$ cat config.mk
export PLATFORM = sky130hd
export DESIGN_NAME = fetch_unit
export DESIGN_NICKNAME = d
export VERILOG_FILES = /design/src/rtl/fetch_pkg.sv /design/src/rtl/pc_target.sv /design/src/rtl/fetch_unit.sv
export SDC_FILE = /design/constraint.sdc
export NUM_CORES = 1
export LEC_CHECK = 0
export ABC_AREA = 0
export ABC_CLOCK_PERIOD_IN_PS = 4610
export CAP_MARGIN = 40
export CORE_ASPECT_RATIO = 0.5
export CORE_MARGIN = 2
export CORE_UTILIZATION = 43
export CTS_CLUSTER_DIAMETER = 80
export DETAILED_ROUTE_END_ITERATION = 8
export PLACE_DENSITY = 0.84
export RECOVER_POWER = 100
export SLEW_MARGIN = 20
export SYNTH_ARGS = -nofsm -noshare
export SYNTH_HDL_FRONTEND = slang
export SYNTH_SLANG_ARGS = --single-unit
export TNS_END_PERCENT = 50
$ cat constraint.sdc
create_clock -name clk -period 4.61 [get_ports clk]
set_input_delay 0.6915 -clock clk [delete_from_list [all_inputs] [get_ports clk]]
set_output_delay 0.6915 -clock clk [all_outputs]
set_load 0.005 [all_outputs]
$ cat src/rtl/fetch_pkg.sv
// Shared definitions for the LEGv8 instruction fetch stage.
//   fetch_state_t : fetch FSM state encoding
//   INSTR_W       : instruction word width in bits
//   INSTR_BYTES   : bytes per instruction (sequential PC step)
package fetch_pkg;

   localparam int unsigned INSTR_W     = 32;
   localparam int unsigned INSTR_BYTES = 4;

   typedef enum logic [1:0] {
      S_FETCH,
      S_WAIT,
      S_HOLD,
      S_DROP
   } fetch_state_t;

endpackage

$ cat src/rtl/pc_target.sv
// Word-offset branch target adder, shared with execute for branch address computation.
//   pc_i     : base PC (byte address)
//   imm_i    : sign-extended word offset
//   target_o : pc_i + imm_i * INSTR_BYTES, modulo 2^N
module pc_target
   import fetch_pkg::*;
#(
   parameter int unsigned N = 64
) (
   input  logic [N-1:0] pc_i,
   input  logic [N-1:0] imm_i,
   output logic [N-1:0] target_o
);

   assign target_o = pc_i + (imm_i << $clog2(INSTR_BYTES));

endmodule

$ cat src/rtl/fetch_unit.sv
// Instruction fetch stage: holds the PC, issues single-outstanding word requests to
// instruction memory and presents the returned word to decode behind valid/ready.
// Ports:
//   clk, reset                   : clock, synchronous active-high reset
//   imem_req/imem_addr           : one-cycle request pulse and byte address
//   imem_rvalid/imem_rdata       : memory response strobe and instruction word
//   instr_o/instr_pc_o           : instruction and its PC to decode
//   instr_valid_o/instr_ready_i  : decode handshake
//   redirect_i/redirect_pc_i/
//   redirect_imm_i               : taken branch, its PC and sign-extended word offset
//   fetch_count_o/squash_count_o : accepted / discarded counters (FETCH_PERF_EN only)
// Optional feature macro: FETCH_PERF_EN.
module fetch_unit
   import fetch_pkg::*;
#(
   parameter int unsigned  N        = 64,
   parameter logic [N-1:0] RESET_PC = '0
) (
   input  logic               clk,
   input  logic               reset,
   output logic               imem_req,
   output logic [N-1:0]       imem_addr,
   input  logic               imem_rvalid,
   input  logic [INSTR_W-1:0] imem_rdata,
   output logic [INSTR_W-1:0] instr_o,
   output logic [N-1:0]       instr_pc_o,
   output logic               instr_valid_o,
   input  logic               instr_ready_i,
   input  logic               redirect_i,
   input  logic [N-1:0]       redirect_pc_i,
   input  logic [N-1:0]       redirect_imm_i
`ifdef FETCH_PERF_EN
   ,
   output logic [31:0]        fetch_count_o,
   output logic [31:0]        squash_count_o
`endif
);

   fetch_state_t       state_q, state_d;
   logic [N-1:0]       pc_q, pc_d;
   logic [INSTR_W-1:0] instr_q, instr_d;
   logic [N-1:0]       ipc_q, ipc_d;
   logic               valid_q, valid_d;
   logic               handshake;
   logic               discard;
   logic [N-1:0]       tgt_base, tgt_imm, tgt;

   // One adder serves both redirects and the sequential step: pc + (1 << 2) = pc + 4.
   assign tgt_base = redirect_i ? redirect_pc_i : pc_q;
   assign tgt_imm  = redirect_i ? redirect_imm_i : N'(1);

   pc_target #(
      .N (N)
   ) u_pc_target (
      .pc_i     (tgt_base),
      .imm_i    (tgt_imm),
      .target_o (tgt)
   );

   assign handshake = (state_q == S_HOLD) & valid_q & instr_ready_i;
   // A response is thrown away when it belongs to a squashed request.
   assign discard   = imem_rvalid &
                      (((state_q == S_WAIT) & redirect_i) | (state_q == S_DROP));

   always_comb begin
      state_d = state_q;
      pc_d    = pc_q;
      instr_d = instr_q;
      ipc_d   = ipc_q;
      valid_d = valid_q;
      unique case (state_q)
         S_FETCH: begin
            state_d = redirect_i ? S_DROP : S_WAIT;
         end
         S_WAIT: begin
            if (redirect_i) begin
               state_d = discard ? S_FETCH : S_DROP;
            end else if (imem_rvalid) begin
               instr_d = imem_rdata;
               ipc_d   = pc_q;
               valid_d = 1'b1;
               pc_d    = tgt;
               state_d = S_HOLD;
            end
         end
         S_HOLD: begin
            if (redirect_i || handshake) begin
               valid_d = 1'b0;
               state_d = S_FETCH;
            end
         end
         S_DROP: begin
            // The squashed response has landed even if a new redirect arrives with it,
            // so nothing further is outstanding and waiting here again would deadlock.
            if (discard) begin
               state_d = S_FETCH;
            end
         end
         default: state_d = S_FETCH;
      endcase
      if (redirect_i) begin
         pc_d    = tgt;
         valid_d = 1'b0;
      end
   end

   always_ff @(posedge clk) begin
      if (reset) begin
         state_q <= S_FETCH;
         pc_q    <= RESET_PC;
         instr_q <= '0;
         ipc_q   <= '0;
         valid_q <= 1'b0;
      end else begin
         state_q <= state_d;
         pc_q    <= pc_d;
         instr_q <= instr_d;
         ipc_q   <= ipc_d;
         valid_q <= valid_d;
      end
   end

   assign imem_req      = (state_q == S_FETCH) & ~reset;
   assign imem_addr     = pc_q;
   assign instr_o       = instr_q;
   assign instr_pc_o    = ipc_q;
   assign instr_valid_o = valid_q;

`ifdef FETCH_PERF_EN
   logic [31:0] fetch_cnt_q, squash_cnt_q;

   always_ff @(posedge clk) begin
      if (reset) begin
         fetch_cnt_q  <= '0;
         squash_cnt_q <= '0;
      end else begin
         if (handshake) fetch_cnt_q <= fetch_cnt_q + 32'd1;
         if (discard)   squash_cnt_q <= squash_cnt_q + 32'd1;
      end
   end

   assign fetch_count_o  = fetch_cnt_q;
   assign squash_count_o = squash_cnt_q;
`endif

endmodule

=== After elaboration in Yosys (flattened, before gate mapping) ===
Cells that the tools add are included.

* Register bits after elaboration: 163
* Word-level logic and storage cells: 46
* Output and inout port bits: 162
* Bits of input ports: 165

* Reductions and logical operators: 10
* Add/subtract/negate cells: 1
* Bitwise operators: 8
* Equal/unequal tests: 7
* Muxes and demuxes: 15

{| class="wikitable"
|+ Operators by type and width
! kind !! number
|-
| 64-bit 2-to-1 mux || 4
|-
| 64-bit adder || 1
|-
| 62-bit 2-to-1 mux || 1
|-
| 2-bit 2-to-1 mux || 6
|-
| 3-bit AND reduction || 3
|-
| 2-bit case mux with 4 select lines || 1
|-
| 2-bit nonzero test || 3
|-
| 1-bit bitwise AND || 5
|-
| 2-bit equality test, second input constant || 2
|-
| 2-bit inequality test, second input constant || 2
|-
| 3-bit inequality test, second input constant || 1
|-
| 2-bit by 1-bit equality test with 1-bit output, second input constant || 1
|-
| 2-bit zero test || 1
|-
| 1-bit 2-to-1 mux || 2
|-
| 2-bit by 1-bit inequality test with 1-bit output, second input constant || 1
|-
| 1-bit inverter || 2
|-
| 1-bit case mux with 2 select lines || 1
|-
| 2-bit AND reduction || 1
|-
| 2-bit OR reduction || 1
|-
| 1-bit logical OR || 1
|-
| 1-bit OR || 1
|}

=== Logic depth before layout (Yosys ltp) ===
Gate-level depths: netlist (run 1).

* Word-level depth: 7
* Depth in mapped cells: 16
* Mapped depth without buffers: 14

=== By module ===
A second synthesis (run 1) with hierarchy kept.

* Cell total of the unflattened synthesis: 1,379
* Area, all modules: 11,134.4 µm²

{| class="wikitable"
|+ Modules (own cells, without submodules)
! module !! times used !! area an instance (µm²) !! cells each !! sequential area each (µm²)
|-
| fetch_unit || 1 || 7,586.0 || 859 || 3,263.1
|-
| pc_target || 1 || 3,548.4 || 520 || 0.0
|}

=== Least setup slack after synthesis (run 1) ===
Ideal clock, no wire load.

* Kind: input to register
* Start: in redirect_i
* End: reg pc_q[57] (netlist: imem_addr[57])
* Path buffers: 3
* Data arrival time: 4.206 ns
* Setup time: 0.117 ns
* Cell stages on the path: 15
* Required time: 4.493 ns
* Setup slack: 0.287 ns
* Cell sequence: clkbuf_1 clkbuf_1 clkbuf_1 mux2_2 ha_1 and2_2 nand4_1 a21o_1 nand3_2 nand4b_1 a2111o_1 a211oi_4 o211ai_2 a21o_1 a32o_1

* Word-level cells in the longest chain between the ends: 5
* Elaborated cells on any way between the ends: 9
* Those cells by class: add/sub (1); mux (5); reduce/logical (3)

{| class="wikitable"
|+ RTL lines
! what !! line !! source
|-
| start: declaration || fetch_unit.sv:29 || <nowiki>input logic redirect_i,</nowiki>
|-
| 64-bit 2-to-1 mux or 62-bit 2-to-1 mux (tied branches) || fetch_unit.sv:49, fetch_unit.sv:50 ||
|-
| 64-bit adder || pc_target.sv:15 || <nowiki>assign target_o = pc_i + (imm_i << $clog2(INSTR_BYTES));</nowiki>
|-
| 64-bit 2-to-1 mux || fetch_unit.sv:78 || <nowiki>end else if (imem_rvalid) begin</nowiki>
|-
| 64-bit 2-to-1 mux || fetch_unit.sv:71 || <nowiki>unique case (state_q)</nowiki>
|-
| 64-bit 2-to-1 mux || fetch_unit.sv:101 || <nowiki>if (redirect_i) begin</nowiki>
|-
| end signal: assignment || fetch_unit.sv:116 || <nowiki>pc_q <= pc_d;</nowiki>
|-
| end: declaration || fetch_unit.sv:40 || <nowiki>logic [N-1:0] pc_q, pc_d;</nowiki>
|}

Several ways; a longest one is shown, not always the timed one. The select of a mux whose other input is x is not followed.
A chain may end at the register's enable or synchronous reset.

=== Worst setup path in the final report (run 1) ===
* Start: in redirect_i
* End: reg pc_q[62] (netlist: imem_addr[62])

Same word-level chain as after synthesis.

==> results of run 1 <==
==> sequential cells by signal, indices dropped and copies added, names as in the netlist <==
signal,cells
imem_addr,64
instr_pc_o,64
instr_o,32
state_q,2
instr_valid_o,1
==> power breakdown <==
| group | internal, mW | switching [mW] |
|---|---|---|
| clock | 0.721 | 0.663 |
| combinational | 0.637 | 0.636 |
| sequential | 1.50 | 0.106 |
==> tightest hold or removal path: stages (launching register included) <==
cell	delay, ps
dfxtp_1	310
nand2_1	50
a21oi_1	50
==> Yosys cell counts, drive strengths merged, types with 11 or more instances <==
cell,instances
a211oi,13
a21o,41
a21oi,201
and2,70
buf,14
clkbuf,76
dfxtp,163
ha,61
inv,25
mux2,60
nand2,312
nand3,18
nand4,16
nor2,58
nor3,11
o211ai,12
o21a,12
o21ai,55
o21bai,12
xnor2,27
xor2,19
==> per-layer routing <==
metal  GRT usage  up-vias
met2       0.435      369
met4       0.110        0
met1       0.350     5211
li1            -     5356
met5           0        -
met3      0.0386       69
==> worst max path at each step <==
stage | start | endpoint | slack, ps | depth (start not counted)
floorplan | redirect_i | imem_addr[57] | 290 | 15
global placement | redirect_i | imem_addr[62] | 100 | 13
detailed placement | redirect_i | imem_addr[62] | 70 | 13
CTS | redirect_i | imem_addr[62] | 530 | 13
global route | redirect_i | imem_addr[47] | 150 | 14
finish | redirect_i | imem_addr[62] | 330 | 13
==> stage by stage <==
step,hold WS (ps),cells,util,instance area (sq um)
4_1_cts,455,1986,0.611,14600
3_3_place_gp,440,1950,0.585,13900
2_1_floorplan,453,1374,-,10400
6_report,451,1988,0.610,14500
3_5_place_dp,445,1954,0.588,14000
5_1_grt,469,1988,0.610,14500
==> cells by family after synthesis <==
family                     after synthesis
AOI/OAI and AO/OA                      391
xor gates and xnor gates                46
adders and majority gates               62
buffers and inverters                  115
DFF                                    163
muxes                                   67
and+or+nand+nor                        530
==> final cells by class <==
type | count | area (sq um) | share of cell area
repair buffers | 355 | 3520 | 0.242
multi-input cells | 1096 | 6700 | 0.461
clock inverters | 13 | 115 | 0.00792
well taps | 315 | 394 | 0.0271
diodes | 2 | 5.00 | 0.000344
inverters | 25 | 93.8 | 0.00646
clock buffers | 19 | 443 | 0.0305
flip-flops and latches | 163 | 3260 | 0.225
==> key figures, run 1 <==
Logic synthesis
  – Largest family of logic cells by synthesized area: simple AND/OR/NAND/NOR gates
  – Seq/Total Area, Yosys: 0.314
  – Simple logic cell fraction of the synthesized area: 0.230
  – Syn_area_per_cell: 7.55 sq um
  – Synthesis Warnings: 0
  – Most area-hungry cell type in the Yosys netlist: dfxtp_1
  – Number of distinct library cells after synthesis: 74
  – Syn Inst Count: 1,374
  – Post-synthesis xor/xnor area fraction: 0.0388
  – Mapped Nets: 1,601
  – Adder-cell share of the synthesized area: 0.0755
  – Area contributors post-synth: dfxtp_1 (31%), nand2_1 (11%), a21oi_1 (9.7%), ha_1 (7.4%), mux2_2 (6.5%)
  – Commonest register cell after synthesis: dfxtp_1
  – Synth Area in Compound Gates: 0.228
  – Synth top area share: 0.314
  – Synth Cell Area: 0.0104 sq mm
  – Synthesis-stage register bit count: 163
  – Number of synthesized flops with an enable pin: 0
  – Ys async rst share: 0
  – Mux contribution to synthesized area: 0.0719

Clock tree
  – Worst-Skew Late Latency: 450 ps
  – TritonCTS Buffers: 17
  – # clock sinks: 163
  – Root buffer cell: clkbuf_16
  – Post_cts resized: 0
  – CTS tree: yes
  – Clock-pin slew on the worst setup and hold paths: 70 ps
  – Post-CTS setup buffer count: 0
  – Cts hold-fix bufs: 0
  – H-tree depth: 4
  – CTS max path bufs: 2

Floorplan
  – Initial Util: 0.436
  – Die area: 0.0255 sq mm
  – FP Rows: 40
  – Ports: 327
  – Core area: 0.0238 sq mm
  – Die Span Y: 114 microns
  – Die Wd: 224 microns

Critical path
  – CP startpoint kind: input port
  – Worst Path Buf+Inv: 1
  – R2r endpoint: imem_addr[62]
  – Worst path cell trace: buf_4, mux2_2, ha_1, nand2_1, o21bai_1, a211o_1, nor2_1, o31ai_1, a211oi_1, o2111ai_1, a2111oi_0, mux2i_1, nand2_1
  – Element type at the critical path end: register
  – Slowest CP cell: a2111oi_0
  – Most used cell, CP: nand2_1
  – FF-to-FF setup slack: 730 ps
  – Arrival time at the worst endpoint: 4610 ps
  – Crit Path Max Fanout: 43
  – WP data required: 4950 ps
  – CP delay by family, top: compound AO/OA/AOI/OAI gates
  – Worst r2r path cells: 14
  – Worst path max stage delay: 680 ps
  – WS Path Type: input port to register
  – Worst R2R Start: imem_addr[2]

Pwr
  – Pleak: 6.23 nW
  – Total power: 4.27 mW
  – Worst vdd ir: 243 uV
  – Pwr Density: 294 mW/mm^2

Timing
  – Final worst path period need: 4280 ps
  – FMAX: 234 MHz
  – Max-slew violation count: 98
  – RSZ-0062 raised after global routing: false
  – Setup TNS: 0 ps
  – Least-Margin Pin Slew: 2760 ps
  – Final setup margin: 334 ps
  – Endpoints failing setup: 0
  – Clock skew: 8.96 ps
  – Final period util: 0.928
  – Final hold violations: 0
  – Relative slew slack: -0.839

Run status
  – Status: finished with violations
  – Failing checks: capacitance limit, slew limit

Detailed routing
  – Remaining DRCs: 0
  – Routed met1 length: 15.5 mm
  – Routed WL: 34.6 mm
  – Met3 WL: 1.87 mm
  – DR vias/cell: 5.54
  – Routed vias: 11,005
  – Drt wl/cell: 17.4 microns
  – Initial DRT Pass Iterations: 5
  – Met2 Routed Length: 16.2 mm
  – Top Layer Used: met4
  – Iter 0 DRT Violations: 963
  – Final ANT Viol Nets: 0

Placement
  – DP HPWL: 25.9 mm
  – Final GP Congestion: 0.924
  – Number of port buffers: 324
  – Place WS: 72.9 ps

Finish
  – Leading cell types in the layout, fill and taps excluded: nand2_1 (312), a21oi_1 (201), dfxtp_1 (163)
  – Final net count: 1,885
  – Area Overhead vs Synth: 40.1%
  – Fill cell count: 2,076
  – Fraction of layout cells with a size suffix above 1: 0.0814
  – Most common cell after layout, fill and taps aside: nand2_1

Global routing
  – Initial antenna violation count: 2
  – Vias in the first global route: 10,221
  – First-pass GRT wire length: 53.6 mm
  – GRT Util Overall: 0.264
  – GRT overflow: 0
  – Largest net degree at the start of global routing: 73

Flow run
  – Max-Cap Viols: 2

Min path
  – Hold Path Class: register to register
  – Cell depth of the worst hold path: 2
  – Hold_sp: instr_o[24]
  – Worst hold path endpoint: instr_o[24]
(Power assumes the default switching activity.)
==> run 2: changes to the inputs <==
SLEW_MARGIN = unset   (was 20)
==> results of run 2 <==
Same layout as run 1: the final DEF is identical, and so are final timing and power.
